===== src/rtl/serial_magnitude_comparator_if.sv =====
// Operand/result handshake bundle for serial_magnitude_comparator.
// The master drives operands and accepts results; the slave is the comparator.
interface serial_magnitude_comparator_if #(
    parameter int WIDTH = 8
);
    logic             in_valid;
    logic             in_ready;
    logic [WIDTH-1:0] A;
    logic [WIDTH-1:0] B;
    logic             out_valid;
    logic             out_ready;
    logic             Lt;
    logic             Gt;
    logic             Eq;

    modport master (
        output in_valid, A, B, out_ready,
        input  in_ready, out_valid, Lt, Gt, Eq
    );

    modport slave (
        input  in_valid, A, B, out_ready,
        output in_ready, out_valid, Lt, Gt, Eq
    );
endinterface


===== src/rtl/serial_magnitude_comparator.sv =====
// Bit-serial MSB-first unsigned magnitude comparator with valid/ready on both sides.
// Optional macro SERIAL_CMP_EARLY_EXIT_EN: leave SCAN on the first differing bit.
module serial_magnitude_comparator #(
    parameter int WIDTH = 8
) (
    input  logic                          clk,
    input  logic                          rst_n,
    serial_magnitude_comparator_if.slave  bus
);
    localparam int IDX_W = (WIDTH > 1) ? $clog2(WIDTH) : 1;

    typedef enum logic [1:0] {
        IDLE = 2'd0,
        SCAN = 2'd1,
        DONE = 2'd2
    } state_t;

    state_t             state_q, state_d;
    logic [IDX_W-1:0]   idx_q, idx_d;
    logic [WIDTH-1:0]   a_q, a_d;
    logic [WIDTH-1:0]   b_q, b_d;
    logic               lt_q, lt_d;
    logic               gt_q, gt_d;
    logic               eq_q, eq_d;

    logic               a_bit;
    logic               b_bit;
    logic               decided;

    assign a_bit   = a_q[idx_q];
    assign b_bit   = b_q[idx_q];
    assign decided = lt_q | gt_q;

    // NOTE: every comb output gets its hold value first so no path infers a latch.
    always_comb begin
        state_d = state_q;
        idx_d   = idx_q;
        a_d     = a_q;
        b_d     = b_q;
        lt_d    = lt_q;
        gt_d    = gt_q;
        eq_d    = eq_q;

        case (state_q)
            IDLE: begin
                if (bus.in_valid) begin
                    a_d     = bus.A;
                    b_d     = bus.B;
                    idx_d   = IDX_W'(WIDTH - 1);
                    lt_d    = 1'b0;
                    gt_d    = 1'b0;
                    eq_d    = 1'b0;
                    state_d = SCAN;
                end
            end
            SCAN: begin
                // Once Lt or Gt is set, lower bits can no longer change the verdict.
                if (!decided && a_bit && !b_bit) gt_d = 1'b1;
                if (!decided && !a_bit && b_bit) lt_d = 1'b1;
                if (idx_q == '0) begin
                    if (!decided && (a_bit == b_bit)) eq_d = 1'b1;
                    state_d = DONE;
                end else begin
                    idx_d = idx_q - IDX_W'(1);
                end
`ifdef SERIAL_CMP_EARLY_EXIT_EN
                if (!decided && (a_bit != b_bit)) state_d = DONE;
`else
                // Constant-time scan: always run down to bit 0.
`endif
            end
            DONE: begin
                if (bus.out_ready) state_d = IDLE;
            end
            default: state_d = IDLE;
        endcase
    end

    // NOTE: state registers use non-blocking assignments so all flops update together.
    always_ff @(posedge clk or negedge rst_n) begin
        if (!rst_n) begin
            state_q <= IDLE;
            idx_q   <= '0;
            a_q     <= '0;
            b_q     <= '0;
            lt_q    <= 1'b0;
            gt_q    <= 1'b0;
            eq_q    <= 1'b0;
        end else begin
            state_q <= state_d;
            idx_q   <= idx_d;
            a_q     <= a_d;
            b_q     <= b_d;
            lt_q    <= lt_d;
            gt_q    <= gt_d;
            eq_q    <= eq_d;
        end
    end

    assign bus.in_ready  = (state_q == IDLE);
    assign bus.out_valid = (state_q == DONE);
    assign bus.Lt        = lt_q;
    assign bus.Gt        = gt_q;
    assign bus.Eq        = eq_q;

endmodule


===== src/flat_wrapper.sv =====
// flat-port wrapper written by rule: the top's interface ports become plain ports
module serial_magnitude_comparator_flat 
#(
    parameter int WIDTH = 8
)
  (clk, rst_n, bus_in_valid, bus_A, bus_B, bus_out_ready, bus_in_ready, bus_out_valid, bus_Lt, bus_Gt, bus_Eq);
  serial_magnitude_comparator_if #(.WIDTH(WIDTH)) bus_i ();
  input  logic clk;
  input  logic rst_n;
  input wire logic [$bits(bus_i.in_valid)-1:0] bus_in_valid;
  input wire logic [$bits(bus_i.A)-1:0] bus_A;
  input wire logic [$bits(bus_i.B)-1:0] bus_B;
  input wire logic [$bits(bus_i.out_ready)-1:0] bus_out_ready;
  output wire logic [$bits(bus_i.in_ready)-1:0] bus_in_ready;
  output wire logic [$bits(bus_i.out_valid)-1:0] bus_out_valid;
  output wire logic [$bits(bus_i.Lt)-1:0] bus_Lt;
  output wire logic [$bits(bus_i.Gt)-1:0] bus_Gt;
  output wire logic [$bits(bus_i.Eq)-1:0] bus_Eq;
  assign bus_i.in_valid = bus_in_valid;
  assign bus_i.A = bus_A;
  assign bus_i.B = bus_B;
  assign bus_i.out_ready = bus_out_ready;
  assign bus_in_ready = bus_i.in_ready;
  assign bus_out_valid = bus_i.out_valid;
  assign bus_Lt = bus_i.Lt;
  assign bus_Gt = bus_i.Gt;
  assign bus_Eq = bus_i.Eq;
  serial_magnitude_comparator #(.WIDTH(WIDTH)) u_core (.clk(clk), .rst_n(rst_n), .bus(bus_i));
endmodule

===== config.mk =====
export PLATFORM = sky130hd
export DESIGN_NAME = serial_magnitude_comparator_flat
export DESIGN_NICKNAME = d
export VERILOG_FILES = /design/src/rtl/serial_magnitude_comparator_if.sv /design/src/rtl/serial_magnitude_comparator.sv /design/src/flat_wrapper.sv
export SDC_FILE = /design/constraint.sdc
export NUM_CORES = 1
export LEC_CHECK = 0
export BUFFER_PORTS_ARGS = -buffer_cell sky130_fd_sc_hd__buf_4
export CORE_ASPECT_RATIO = 0.6
export CORE_UTILIZATION = 40
export CTS_CLUSTER_SIZE = 14
export DETAILED_ROUTE_END_ITERATION = 12
export MAX_ROUTING_LAYER = met4
export SYNTH_ARGS = -nofsm -noshare
export SYNTH_HDL_FRONTEND = slang
export SYNTH_SLANG_ARGS = --single-unit

===== constraint.sdc =====
create_clock -name clk -period 1.95 [get_ports clk]
set_input_delay 0.39 -clock clk [delete_from_list [all_inputs] [get_ports clk]]
set_output_delay 0.39 -clock clk [all_outputs]
set_load 0.05 [all_outputs]

==> run metrics <==
layout cells sized above 1=23.8%; Placer Congestion=0.790; CP arrival=2000 ps; IO Pins=25; Avg Synthesized Cell Area=9.67 µm²; Final Util=54.0%; top-count cell post-synth=nand2_1; die width=71.3 µm; Peak VDD IR=0.646 mV; RSZ-0062 raised after global routing=no; Post-DRT Antenna Nets=0; CP Capture Point=u_core.bus.Lt; die area=0.00310 mm²; Gates resized, CTS repair=0; RR Endpoint=u_core.bus.Lt; clock latency at the later pin of the worst-skew pair=270 ps; FF-to-FF setup slack=160 ps; pwr/cell area=1630 mW/mm²; vias in the first global route=906; post-synth cell types=27; Filler cells=239; Final Setup Violations=0; CP endpoint kind=flip-flop; slew margin rel.=61.3%; clk slew on worst S/H paths=90 ps; initial antenna violation count=0; FF-to-FF path depth=4; Vias=877; Chip Height=43.6 µm; total track usage=19.9%; min Tclk post-route=1790 ps; cell count after placement=171; worst slew pin tran=580 ps; finished layout cell area=0.00141 mm²; PnR Total Power=2.30 mW; CTS Root Cell=clkbuf_8; Leakage=0.720 nW; vias per cell=5.01; Post-synth EDFFs=0; Pins Over Slew Limit=0; H-tree levels=1; Rows=14; DP Area=0.00135 mm²; Synth top area share=52.2%; drt pass-1 iters=4; Crit-path slowest cell=mux4_2; register area=601 µm²; Final period util=91.6%; critical-path cell list=mux4_2 > mux2_4 > nor4_1 > o21a_1; Congestion Overflow GR=0; Clock Skews=9.22 ps; status=finished, violations left; Synth top cells by count=nand2_1 (50), dfrtp_1 (24), nor2_1 (6); hold buffer count at cts=0; worst reg2reg path startpoint=u_core.idx_q[0]; critical path depth=4; post-CTS setup buffers=0; async set or reset register ratio after synthesis=100%; NumNets Final=166; Critical Path RT=2170 ps; Worst Setup SP=u_core.idx_q[0]; Max clock buf depth=2; Critical path buffers and inverters=0; largest area contributor in the netlist=dfrtp_1; largest net degree at the start of global routing=25; Buffers on Ports=24; Placeable Area=0.00261 mm²; area of the multi-input gates=510 µm²; final cell count without fillers=175; post-synthesis cell area=0.00115 mm²; Post-Route WL=2410 µm; maximum fanout along the worst path=7; Worst path max stage delay=560 ps; critical path class=flip-flop to flip-flop; Mapped Cells=119; pre-CTS setup slack=160 ps; initial core utilization=44.1%; largest cells by area after synthesis=dfrtp_1 (52%), nand2_1 (16%), mux4_1 (4.6%), mux4_2 (3.9%), ha_1 (2.2%); CTS Buf Count=3; crit path launch type=flip-flop; worst setup margin=163 ps; clk sinks=24; failing checks=hold timing; post-route setup TNS=0 ps; Hold WC Path Type=primary input to async pin; WL per Instance=13.7 µm; DRC Markers=0; global-route wire length before repair=4430 µm; synth warn=0; hold violation count in the final report=1; register area share after synthesis=52.2%; highest achievable clock rate=0.560 GHz; synthesis-to-finish area growth=22.4%; Max-cap violations=0; DRT iter0 DRCs=27; final hold slack=-0.0471 ps; CTS tree=yes; family with the most delay on the worst path=multiplexers; Seq cells post-synth=24; ys flop type=dfrtp_1; DPL Wire Length=1750 µm; n_diodes=0; syn_nets=141
## layout make-up
class	instances	area share, %
Sequential cell	24	42.6
Multi-Input combinational cell	86	36.2
Timing Repair Buffer	25	13.3
Clock buffer	4	3.91
Tap cell	32	2.84
Inverter	4	1.07
## power by group
group          internal (mW)  total [mW]  switching [mW]  leakage, nW
clock network          0.180       0.342           0.161       0.0288
registers              0.725       0.941           0.216        0.295
logic                  0.485        1.02           0.531        0.397
total                   1.39        2.30           0.909        0.720
## registers in the layout, indices dropped and copies added (netlist names)
signal and count:
u_core.a_q 8, u_core.b_q 8, u_core.idx_q 3, u_core.state_q 2
u_core.bus.Eq 1, u_core.bus.Gt 1, u_core.bus.Lt 1
## how the worst min path moves through the flow
stage | slack [ps] | cells after the start | to
after global placement | 310 | 1 | u_core.a_q[5]
after global routing | 20 | 1 | u_core.a_q[5]
after CTS | 10 | 1 | u_core.a_q[5]
after detailed placement | 310 | 1 | u_core.a_q[5]
final | -0.05 | 1 | u_core.a_q[5]
after floorplan | 90 | 0 | u_core.a_q[0]
## per-layer routing
layer / wire length (µm) / part of all wire [%] / track usage [%]
met5: 0 / 0 / -
met4: 17 / 0.71 / 4.80
met3: 130 / 5.4 / 5.58
met1: 1240 / 52 / 27.3
met2: 1020 / 42 / 29.3
## logic make-up after synthesis
group                    share of synthesized area (%)
multiplexers                                      11.7
AO/OA/AOI/OAI                                     6.63
XOR/XNOR                                         0.761
flip-flops                                        52.2
adder cells (fa/ha/maj)                           2.17
buffers and inverters                             3.69
AND/OR/NAND/NOR                                   22.8
## worst reg2reg max path, cell delays in order (launching register included)
cell and delay [ps]:
dfrtp_1 530, mux4_2 560, mux2_4 300, nor4_1 200
o21a_1 150
## cells in the final DEF (no fill, tap or decap)
| cell | Yosys | routed |
|---|---|---|
| buf_4 | 0 | 25 |
| clkbuf_8 | 0 | 4 |
| nor2_1 | 6 | 5 |
| nor2_2 | 0 | 1 |
| o21ai_0 | 2 | 2 |
| o21a_1 | 1 | 1 |
| ha_1 | 2 | 2 |
| mux2i_4 | 1 | 1 |
| a22oi_1 | 2 | 2 |
| a31oi_1 | 2 | 2 |
| o21ai_1 | 1 | 1 |
| nand2_1 | 50 | 50 |
| nand3_1 | 2 | 2 |
| mux4_1 | 2 | 2 |
| mux4_2 | 2 | 2 |
| mux2_4 | 1 | 1 |
| nor3_1 | 1 | 1 |
| o21bai_1 | 1 | 1 |
| xnor2_1 | 1 | 1 |
| nor2b_1 | 2 | 2 |
| nor4_1 | 1 | 1 |
| dfrtp_1 | 24 | 24 |
| a22o_1 | 1 | 1 |
| and2_1 | 1 | 1 |
| a21oi_1 | 2 | 2 |
| nand2b_1 | 2 | 2 |
| inv_1 | 4 | 4 |
(Power assumes the default switching activity.)
